**config.mk**
```make
export PLATFORM = sky130hd
export DESIGN_NAME = txn_rw_scheduler
export DESIGN_NICKNAME = d
export VERILOG_FILES = /design/src/rtl/txn_sched_pkg.sv /design/src/rtl/rr_arb2.sv /design/src/rtl/txn_rw_scheduler.sv
export SDC_FILE = /design/constraint.sdc
export NUM_CORES = 1
export LEC_CHECK = 0
export BUFFER_PORTS_ARGS = -buffer_cell sky130_fd_sc_hd__buf_2
export CORE_MARGIN = 4
export CORE_UTILIZATION = 46
export CTS_BUF_LIST = sky130_fd_sc_hd__clkbuf_8
export CTS_CLUSTER_SIZE = 16
export DETAILED_ROUTE_END_ITERATION = 10
export PLACE_DENSITY = 0.9
export SYNTH_ARGS = -nofsm -noshare
export SYNTH_HDL_FRONTEND = slang
export SYNTH_HIERARCHICAL = 1
export SYNTH_SLANG_ARGS = --single-unit
```
**constraint.sdc**
```tcl
create_clock -name clk -period 2 [get_ports clk]
set_clock_uncertainty 0.05 [all_clocks]
set_input_delay 0.5 -clock clk [delete_from_list [all_inputs] [get_ports clk]]
set_output_delay 0.5 -clock clk [all_outputs]
set_load 0.05 [all_outputs]
```
**src/rtl/txn_sched_pkg.sv**
```systemverilog
// Shared types for the transaction scheduler: FSM state, request and response records.
package txn_sched_pkg;

  localparam int SCHED_AW    = 16;
  localparam int SCHED_DW    = 16;
  localparam int SCHED_DLY_W = 8;

  typedef enum logic [1:0] {
    ST_IDLE   = 2'd0,
    ST_DELAY  = 2'd1,
    ST_ACCESS = 2'd2
  } state_e;

  typedef struct packed {
    logic [SCHED_AW-1:0]    addr;
    logic [SCHED_DW-1:0]    data;
    logic [SCHED_DLY_W-1:0] delay;
  } wr_req_t;

  typedef struct packed {
    logic [SCHED_AW-1:0]    addr;
    logic [SCHED_DW-1:0]    data;
    logic [SCHED_DLY_W-1:0] delay;
  } rd_req_t;

  typedef struct packed {
    logic                we;
    logic [SCHED_AW-1:0] addr;
    logic [SCHED_DW-1:0] data;
    logic                err;
  } rsp_t;

endpackage

```
**src/rtl/rr_arb2.sv**
```systemverilog
// Two-requester round-robin arbiter; bit 0 = write, bit 1 = read.
module rr_arb2 (
  input  logic       clk,
  input  logic       reset_n,
  input  logic [1:0] req,
  input  logic       update,
  output logic [1:0] grant
);

  logic last_rd_q, last_rd_d;

  always_comb begin
    grant = 2'b00;
    if (req[0] && (!req[1] || last_rd_q)) begin
      grant[0] = 1'b1;
    end else if (req[1]) begin
      grant[1] = 1'b1;
    end
    last_rd_d = update ? grant[1] : last_rd_q;
  end

  // Reset to "read served last" so write wins the first contested grant.
  always_ff @(posedge clk) begin
    if (!reset_n) begin
      last_rd_q <= 1'b1;
    end else begin
      last_rd_q <= last_rd_d;
    end
  end

endmodule

```
**src/rtl/txn_rw_scheduler.sv**
```systemverilog
// Arbitrates write/read requests, waits each one's idle delay, then runs one bus access with timeout.
module txn_rw_scheduler
  import txn_sched_pkg::*;
#(
  parameter int AW     = SCHED_AW,
  parameter int DW     = SCHED_DW,
  parameter int DLY_W  = SCHED_DLY_W,
  parameter int TO_CYC = 64
) (
  input  logic             clk,
  input  logic             reset_n,
  input  logic             wr_valid,
  output logic             wr_ready,
  input  logic [AW-1:0]    wr_addr,
  input  logic [DW-1:0]    wr_data,
  input  logic [DLY_W-1:0] wr_delay,
  input  logic             rd_valid,
  output logic             rd_ready,
  input  logic [AW-1:0]    rd_addr,
  input  logic [DLY_W-1:0] rd_delay,
  output logic             bus_req,
  output logic             bus_we,
  output logic [AW-1:0]    bus_addr,
  output logic [DW-1:0]    bus_wdata,
  input  logic             bus_ack,
  input  logic [DW-1:0]    bus_rdata,
  output logic             rsp_valid,
  output logic             rsp_we,
  output logic [AW-1:0]    rsp_addr,
  output logic [DW-1:0]    rsp_data,
  output logic             rsp_err
);

  localparam int TO_W = $clog2(TO_CYC);
  localparam logic [TO_W-1:0] TO_LAST = TO_W'(TO_CYC - 1);

  state_e          state_q, state_d;
  wr_req_t         req_q, req_d;
  rd_req_t         rd_req;
  logic            we_q, we_d;
  logic [TO_W-1:0] to_q, to_d;
  rsp_t            rsp_q, rsp_d;
  logic            rsp_valid_q, rsp_valid_d;
  logic [1:0]      grant;
  logic [1:0]      ready;
  logic            accept;

  rr_arb2 u_arb (
    .clk     (clk),
    .reset_n (reset_n),
    .req     ({rd_valid, wr_valid}),
    .update  (accept),
    .grant   (grant)
  );

  assign ready    = grant & {2{reset_n && (state_q == ST_IDLE)}};
  assign accept   = |(ready & {rd_valid, wr_valid});
  assign wr_ready = ready[0];
  assign rd_ready = ready[1];

  // The latched delay field doubles as the DELAY countdown.
  always_comb begin
    state_d     = state_q;
    req_d       = req_q;
    we_d        = we_q;
    to_d        = to_q;
    rsp_d       = rsp_q;
    rsp_valid_d = 1'b0;
    rd_req      = '{addr: rd_addr, data: '0, delay: rd_delay};
    case (state_q)
      ST_IDLE: begin
        if (accept) begin
          if (ready[0]) begin
            we_d  = 1'b1;
            req_d = '{addr: wr_addr, data: wr_data, delay: wr_delay};
          end else begin
            we_d  = 1'b0;
            req_d = wr_req_t'(rd_req);
          end
          to_d    = '0;
          state_d = (req_d.delay == '0) ? ST_ACCESS : ST_DELAY;
        end
      end
      ST_DELAY: begin
        if (req_q.delay <= DLY_W'(1)) begin
          state_d = ST_ACCESS;
          to_d    = '0;
        end else begin
          req_d.delay = req_q.delay - DLY_W'(1);
        end
      end
      ST_ACCESS: begin
        if (bus_ack) begin
          state_d     = ST_IDLE;
          rsp_valid_d = 1'b1;
          rsp_d       = '{we: we_q, addr: req_q.addr, data: (we_q ? '0 : bus_rdata), err: 1'b0};
        end else if (to_q == TO_LAST) begin
          state_d     = ST_IDLE;
          rsp_valid_d = 1'b1;
          rsp_d       = '{we: we_q, addr: req_q.addr, data: '0, err: 1'b1};
        end else begin
          to_d = to_q + TO_W'(1);
        end
      end
      default: state_d = ST_IDLE;
    endcase
  end

  always_ff @(posedge clk) begin
    if (!reset_n) begin
      state_q     <= ST_IDLE;
      req_q       <= '0;
      we_q        <= 1'b0;
      to_q        <= '0;
      rsp_q       <= '0;
      rsp_valid_q <= 1'b0;
    end else begin
      state_q     <= state_d;
      req_q       <= req_d;
      we_q        <= we_d;
      to_q        <= to_d;
      rsp_q       <= rsp_d;
      rsp_valid_q <= rsp_valid_d;
    end
  end

  assign bus_req   = (state_q == ST_ACCESS);
  assign bus_we    = we_q;
  assign bus_addr  = req_q.addr;
  assign bus_wdata = req_q.data;
  assign rsp_valid = rsp_valid_q;
  assign rsp_we    = rsp_q.we;
  assign rsp_addr  = rsp_q.addr;
  assign rsp_data  = rsp_q.data;
  assign rsp_err   = rsp_q.err;

endmodule

```
==> impl_metrics.csv, run 1 <==
group,metric,value,unit
placed_design,place_area,4800,µm²
yosys,synth_edf_count,0,
placed_design,dp_hpwl,8010,µm
yosys,synth_top_family_by_area,"compound AO/OA/AOI/OAI gates",
yosys,synth-compound-area-share,0.222,
yosys,yosysWarnings,6,
timing,hold_violations,0,
yosys,seq_area_frac_synth,0.419,
placed_design,placed_cells,710,
setup_path,crit_family,"flip-flops",
global_route,grt_pass1_vias,3650,
yosys,synthMuxAreaShare,0.0574,
cts,cts_tree,"built",
yosys,yosysMostFrequentCell,"dfxtp_1",
drt,ant_nets,0,
drt,drt-pass1-iter-count,4,
final_layout,nNetsFinal,704,
global_route,grt_pass1_wl,16900,µm
setup_path,cp-start-kind,"register",
die,die_area,10400,µm²
setup_path,crit_buf_inv,3,
yosys,synth_area_per_cell,8.37,µm²
hold_path,hold_path.class,"input port to register",
drt,totalWireLength,10800,µm
setup_path,crit_path_cell_trace,"inv_2 > a21boi_2 > nor4bb_4 > buf_6 > buf_8",
cts,numCtsBuffers,9,
yosys,synth_largest_area_cell,"dfxtp_1",
die,die_w,102,µm
setup_path,worstPathRequired,1.45,ns
global_route,grt_max_degree,38,
setup_path,reg2reg_to,"req_q[3]$_SDFFE_PN0P_",
final_layout,n_antenna_cell,0,
yosys,synth_cell_type_count,54,
cts,clkSlewWorstSetupHoldPaths,0.09,ns
drt,routed_via_density,5.38,
yosys,synth_xor_area_frac,0.00648,
timing,fin_crit_sh,0.989,
yosys,synthFlopType,"dfxtp_1",
timing,rsz0062_at_grt,"yes",
die,start_util,0.470,
drt,route.detailed.drc,0,
timing,holdWs,0.326,ns
die,io_pins,156,
pwr,pwr_density_cell,771,nW/µm²
drt,vias,3919,
placed_design,finalWeightedCongestion,0.919,
die,fp.coreArea,8640,µm²
drt,post_drt_wl_per_cell,14.8,µm
yosys,synth-simple-area-share,0.172,
cts,clockBufferDepth,2,
yosys,ys_async_sr_fraction,0,
yosys,syn_inst,485,
yosys,synthTopCellsByCount,"dfxtp_1, a21oi_1, nand2_1",
timing,worst_slack,0.0226,ns
yosys,syn_nets,573,
pwr,ir_drop,388,µV
final_layout,drive_above_1_share,0.361,
setup_path,reg2reg_from,"u_arb/last_rd_q$_SDFFE_PN1P_",
hold_path,hold_start,"bus_rdata[14]",
die,die_h,102,µm
hold_path,hold_path_depth,3,
cts,clock-sinks,85,
final_layout,fillerInstances,777,
pwr,p_leak,2.16,nW
job,max_cap_violations,0,
setup_path,crit_arrival,1.43,ns
timing,worstMarginPinSlew,0.491,ns
drt,first_iter_violations,203,
setup_path,rr_worst_depth,9,
timing,setup_viol,0,
final_layout,instances_no_fill,729,
yosys,syn_area,4060,µm²
timing,setup_tns,0,ns
setup_path,crit_fanout,3,
yosys,synth_top_area_share,0.419,
final_layout,syn2layout_area_growth,24.4,%
status,status,"completed",
die,row_count,34,
setup_path,endpoint_kind,"output port",
global_route,antenna_found_initial,0,
global_route,grt.overflow.total,0,
placed_design,pre_cts_ws,-0.132,ns
global_route,track_usage,0.201,
yosys,synth_fa_ha_area_frac,0.00925,
cts,cts.htree.levels,3,
hold_path,hold_end,"rsp_data[14]$_SDFFE_PN0P_",
yosys,synthTopCellsByArea,"dfxtp_1, a21oi_1, buf_4",
final_layout,finalInstanceArea,5050,µm²
yosys,ys_ff_latch,85,
setup_path,crit_slowest_cell,"dfxtp_2",
timing,min_period,1.98,ns
timing,maxSlewHeadroom,0.664,
cts,cts_root_buf,"clkbuf_8",
setup_path,slowest_delay,0.36,ns
placed_design,port_buffers,155,
timing,slew_violations,0,
timing,fmax,506,MHz
setup_path,critical_path_class,"register to output port",
cts,clock_latency,0.35,ns
setup_path,r2r_slack,0.07,ns
## tightest hold or removal path, delay by kind of cell
| kind | cells | cell delay [ns] |
|---|---|---|
| buffers and inverters | 1 | 0.09 |
| AO/OA/AOI/OAI | 1 | 0.05 |
| AND/OR/NAND/NOR | 1 | 0.04 |
## state kept, by name, summed over array words and instances (netlist names)
signal           cells
rsp_valid            1
rsp_we               1
bus_addr            16
rsp_data            16
rsp_err              1
bus_we               1
u_arb/last_rd_q      1
rsp_addr            16
bus_wdata           16
state_q              2
to_q                 6
req_q                8
## where the power goes
group / internal [mW] / total [mW] / switching (mW)
combinational: 0.325 / 0.852 / 0.527
sequential: 1.76 / 1.82 / 0.0637
clock: 0.583 / 1.22 / 0.637
total: 2.67 / 3.89 / 1.23
## layout make-up
type	count	area (µm²)	share of cell area
clock buffer	9	124	0.0245
clock inverter	7	76.3	0.0151
timing repair buffer	189	1070	0.212
multi-input combinational	324	1910	0.378
inverter	7	26.3	0.00520
sequential	85	1710	0.338
tap	108	135	0.0268
## logic make-up after synthesis
| kind of cell | count (synthesis) |
|---|---|
| flops | 85 |
| xor+xnor | 3 |
| buf+inv | 76 |
| compound gates | 153 |
| mux | 23 |
| simple gates | 142 |
| fa+ha+maj | 3 |
## repair_timing
item / in CTS / in global routing
endpoints found under the setup margin: 3 / 5
resized for setup: 8 / 4
pin swaps: 0 / 0
hold buffers: 0 / 0
setup buffers: 2 / 1
endpoints found under the hold margin: 0 / 0
## cell usage in the layout, fill, tap and decap left out, drive strengths merged, types with 2 or more instances in the layout
master	instances
nor2b	2
o21ai	40
ha	3
nand2b	2
a21oi	68
a21o	2
and2	2
a32o	2
inv	9
nor2	29
a31oi	3
nand3	39
nand3b	4
nor3	5
a21boi	2
clkinvlp	3
xnor2	3
and3	2
buf	188
a211oi	19
mux2	2
nand4	2
a22o	2
clkbuf	10
mux2i	21
nand2	43
o22ai	7
nor4	4
nor4bb	2
dfxtp	85
## through the flow
stage | power [mW] | utilization
2_1_floorplan | 2.45 | -
5_1_grt | 4.07 | 0.585
3_5_place_dp | 2.69 | 0.555
6_report | 3.89 | 0.585
4_1_cts | 3.91 | 0.583
3_3_place_gp | 2.66 | 0.555
## per-layer routing
layer | global-route usage | share of wire
met4 | 0.0747 | 0.016
met2 | 0.341 | 0.49
met1 | 0.256 | 0.43
met5 | 0 | 0
met3 | 0.0341 | 0.068
## worst max path at each step
stage | startpoint | endpoint | cells past startpoint | slack, ns
final | u_arb/last_rd_q$_SDFFE_PN1P_ | wr_ready | 5 | 0.02
after global routing | u_arb/last_rd_q$_SDFFE_PN1P_ | wr_ready | 5 | -0.04
after CTS | u_arb/last_rd_q$_SDFFE_PN1P_ | wr_ready | 5 | 0.006
after detailed placement | rd_valid | req_q[3]$_SDFFE_PN0P_ | 8 | -0.13
after global placement | rd_valid | wr_ready | 5 | -0.06
after floorplan | wr_valid | wr_ready | 5 | 0.02
No activity file was read; power rests on OpenSTA's default activity.
==> run 2: changes to the inputs <==
--- a/config.mk
+++ b/config.mk
@@ -6,11 +6,14 @@
 export NUM_CORES = 1
 export LEC_CHECK = 0
 export BUFFER_PORTS_ARGS = -buffer_cell sky130_fd_sc_hd__buf_2
+export CELL_PAD_IN_SITES_DETAIL_PLACEMENT = 1
+export CELL_PAD_IN_SITES_GLOBAL_PLACEMENT = 1
 export CORE_MARGIN = 4
-export CORE_UTILIZATION = 46
+export CORE_UTILIZATION = 33
 export CTS_BUF_LIST = sky130_fd_sc_hd__clkbuf_8
 export CTS_CLUSTER_SIZE = 16
 export DETAILED_ROUTE_END_ITERATION = 10
+export GPL_ROUTABILITY_DRIVEN = 0
 export PLACE_DENSITY = 0.9
 export SYNTH_ARGS = -nofsm -noshare
 export SYNTH_HDL_FRONTEND = slang
==> run 2 against run 1 <==
Compared with the run above:
- the run now ends with negative setup slack left
- utilization decreased by 15 points
- count of clock-buffer cells in the layout is the same
- design area rose by 2.3%
- final cell count increased by 4.9%
- critical path depth unchanged
- sequential share of layout area is 0.70 points lower
- flip-flop and latch count is the same
- fmax fell by 2.6%
- die area grew 36%
- non-clock buffer count decreased by 2
- largest power group unchanged
- critical path type unchanged
- total power grew 7.5%
==> impl_metrics.csv, run 2 (same netlist as run 1, synthesis figures left out) <==
group,metric,value,unit
status,status,"finished, violations left",
status,violations,"negative setup slack",
drt,vias,4096,
setup_path,rr_worst_depth,9,
timing,rsz0062_at_grt,"yes",
global_route,grt_pass1_wl,22200,µm
final_layout,final_common_cell,"buf_2",
setup_path,r2r_slack,0.03,ns
cts,hold_buffers,0,
die,die_area,14100,µm²
drt,first_iter_violations,278,
placed_design,place_area,4850,µm²
drt,dr_wl_met2,6930,µm
cts,numCtsBuffers,9,
placed_design,pre_cts_ws,-0.230,ns
timing,min_period,2.03,ns
cts,clock-sinks,85,
pwr,pwr_density_cell,811,nW/µm²
timing,setup_tns,-0.0303,ns
final_layout,fillerInstances,1479,
timing,setup_viol,1,
timing,fmax,493,MHz
global_route,track_usage,0.194,
hold_path,hold_path.class,"input port to register",
final_layout,finalInstanceArea,5160,µm²
cts,cts.htree.levels,3,
timing,worstMarginPinSlew,0.590,ns
timing,maxSlewHeadroom,0.597,
die,row_count,40,
cts,cts_root_buf,"clkbuf_8",
setup_path,critical_path_class,"register to output port",
pwr,p_leak,2.19,nW
drt,route.detailed.drc,0,
pwr,finalPower,4.18,mW
global_route,grt.overflow.total,0,
placed_design,port_buffers,155,
setup_path,cp-start-kind,"register",
setup_path,reg2reg_from,"u_arb/last_rd_q$_SDFFE_PN1P_",
drt,met3_length,699,µm
timing,fin_crit_sh,1.02,
die,start_util,0.338,
final_layout,n_antenna_cell,0,
die,fp.coreArea,12000,µm²
setup_path,cp-endpoint,"wr_ready",
global_route,antenna_found_initial,0,
drt,routed_via_density,5.35,
placed_design,dp_hpwl,10100,µm
die,die_h,119,µm
cts,cts_tree,"built",
final_layout,layout_common_cells,"buf_2, dfxtp_1, a21oi_1",
pwr,ir_drop,351,µV
die,io_pins,156,
setup_path,crit_path_start,"u_arb/last_rd_q$_SDFFE_PN1P_",
final_layout,final_core_util,0.430,
final_layout,drive_above_1_share,0.362,
cts,clkSlewWorstSetupHoldPaths,0.09,ns
drt,post_drt_wl_per_cell,17.9,µm
placed_design,placed_cells,745,
final_layout,syn2layout_area_growth,27.2,%
timing,worst_slack,-0.0303,ns
setup_path,reg2reg_to,"req_q[6]$_SDFFE_PN0P_",
setup_path,crit_fanout,2,
cts,clock_latency,0.38,ns
global_route,grt_max_degree,50,
drt,ant_nets,0,
setup_path,endpoint_kind,"output port",
timing,holdWs,0.310,ns
die,die_w,119,µm
drt,wl_met1,5680,µm
timing,hold_violations,0,
drt,totalWireLength,13700,µm
job,max_cap_violations,0,
final_layout,instances_no_fill,765,
setup_path,worstPathRequired,1.45,ns
setup_path,crit_arrival,1.48,ns
drt,drt-pass1-iter-count,4,
global_route,grt_pass1_vias,4458,
final_layout,nNetsFinal,702,
drt,highest_layer,"met4",
cts,clockBufferDepth,2,
timing,slew_violations,0,
-- run 2: layout make-up --
type | instances | area, µm² | share of cell area
Tap cell | 147 | 184 | 0.0356
Clock buffer | 9 | 124 | 0.0240
Clock inverter | 6 | 104 | 0.0201
Sequential cell | 85 | 1710 | 0.331
Inverter | 7 | 26.3 | 0.00509
Multi-Input combinational cell | 324 | 1920 | 0.373
Timing Repair Buffer | 187 | 1090 | 0.212
-- run 2: power breakdown --
group	total, mW	internal [mW]	switching, mW
clock network	1.46	0.814	0.643
registers	1.82	1.76	0.0653
logic	0.905	0.336	0.569
-- run 2: worst max-delay path: stages, from the launching register on --
cell and delay (ns):
dfxtp_2 0.34, inv_2 0.04, a21boi_2 0.13, nor4bb_4 0.30
buf_12 0.15, buf_12 0.13
-- run 2: worst min-delay path by stage --
stage,start,to,depth (start not counted)
6_report,bus_rdata[13],rsp_data[13]$_SDFFE_PN0P_,3
3_3_place_gp,bus_wdata[5]$_SDFFE_PN0P_,bus_wdata[5]$_SDFFE_PN0P_,2
2_1_floorplan,bus_wdata[0]$_SDFFE_PN0P_,bus_wdata[0]$_SDFFE_PN0P_,2
3_5_place_dp,bus_wdata[4]$_SDFFE_PN0P_,bus_wdata[4]$_SDFFE_PN0P_,2
4_1_cts,bus_rdata[10],rsp_data[10]$_SDFFE_PN0P_,3
5_1_grt,bus_rdata[2],rsp_data[2]$_SDFFE_PN0P_,3
-- run 2: layer usage --
metal / track usage / vias up
li1: - / 1956
met1: 0.221 / 1981
met2: 0.342 / 130
met3: 0.0456 / 29
met4: 0.0912 / 0
met5: 0 / -
-- run 2: repair_timing --
action	4_1_cts	5_1_grt
pin swaps	1	1
gates resized for setup	9	6
buffers inserted	5	0
endpoints found under the setup margin	4	14
gates cloned	0	0
hold endpoints to repair	0	0
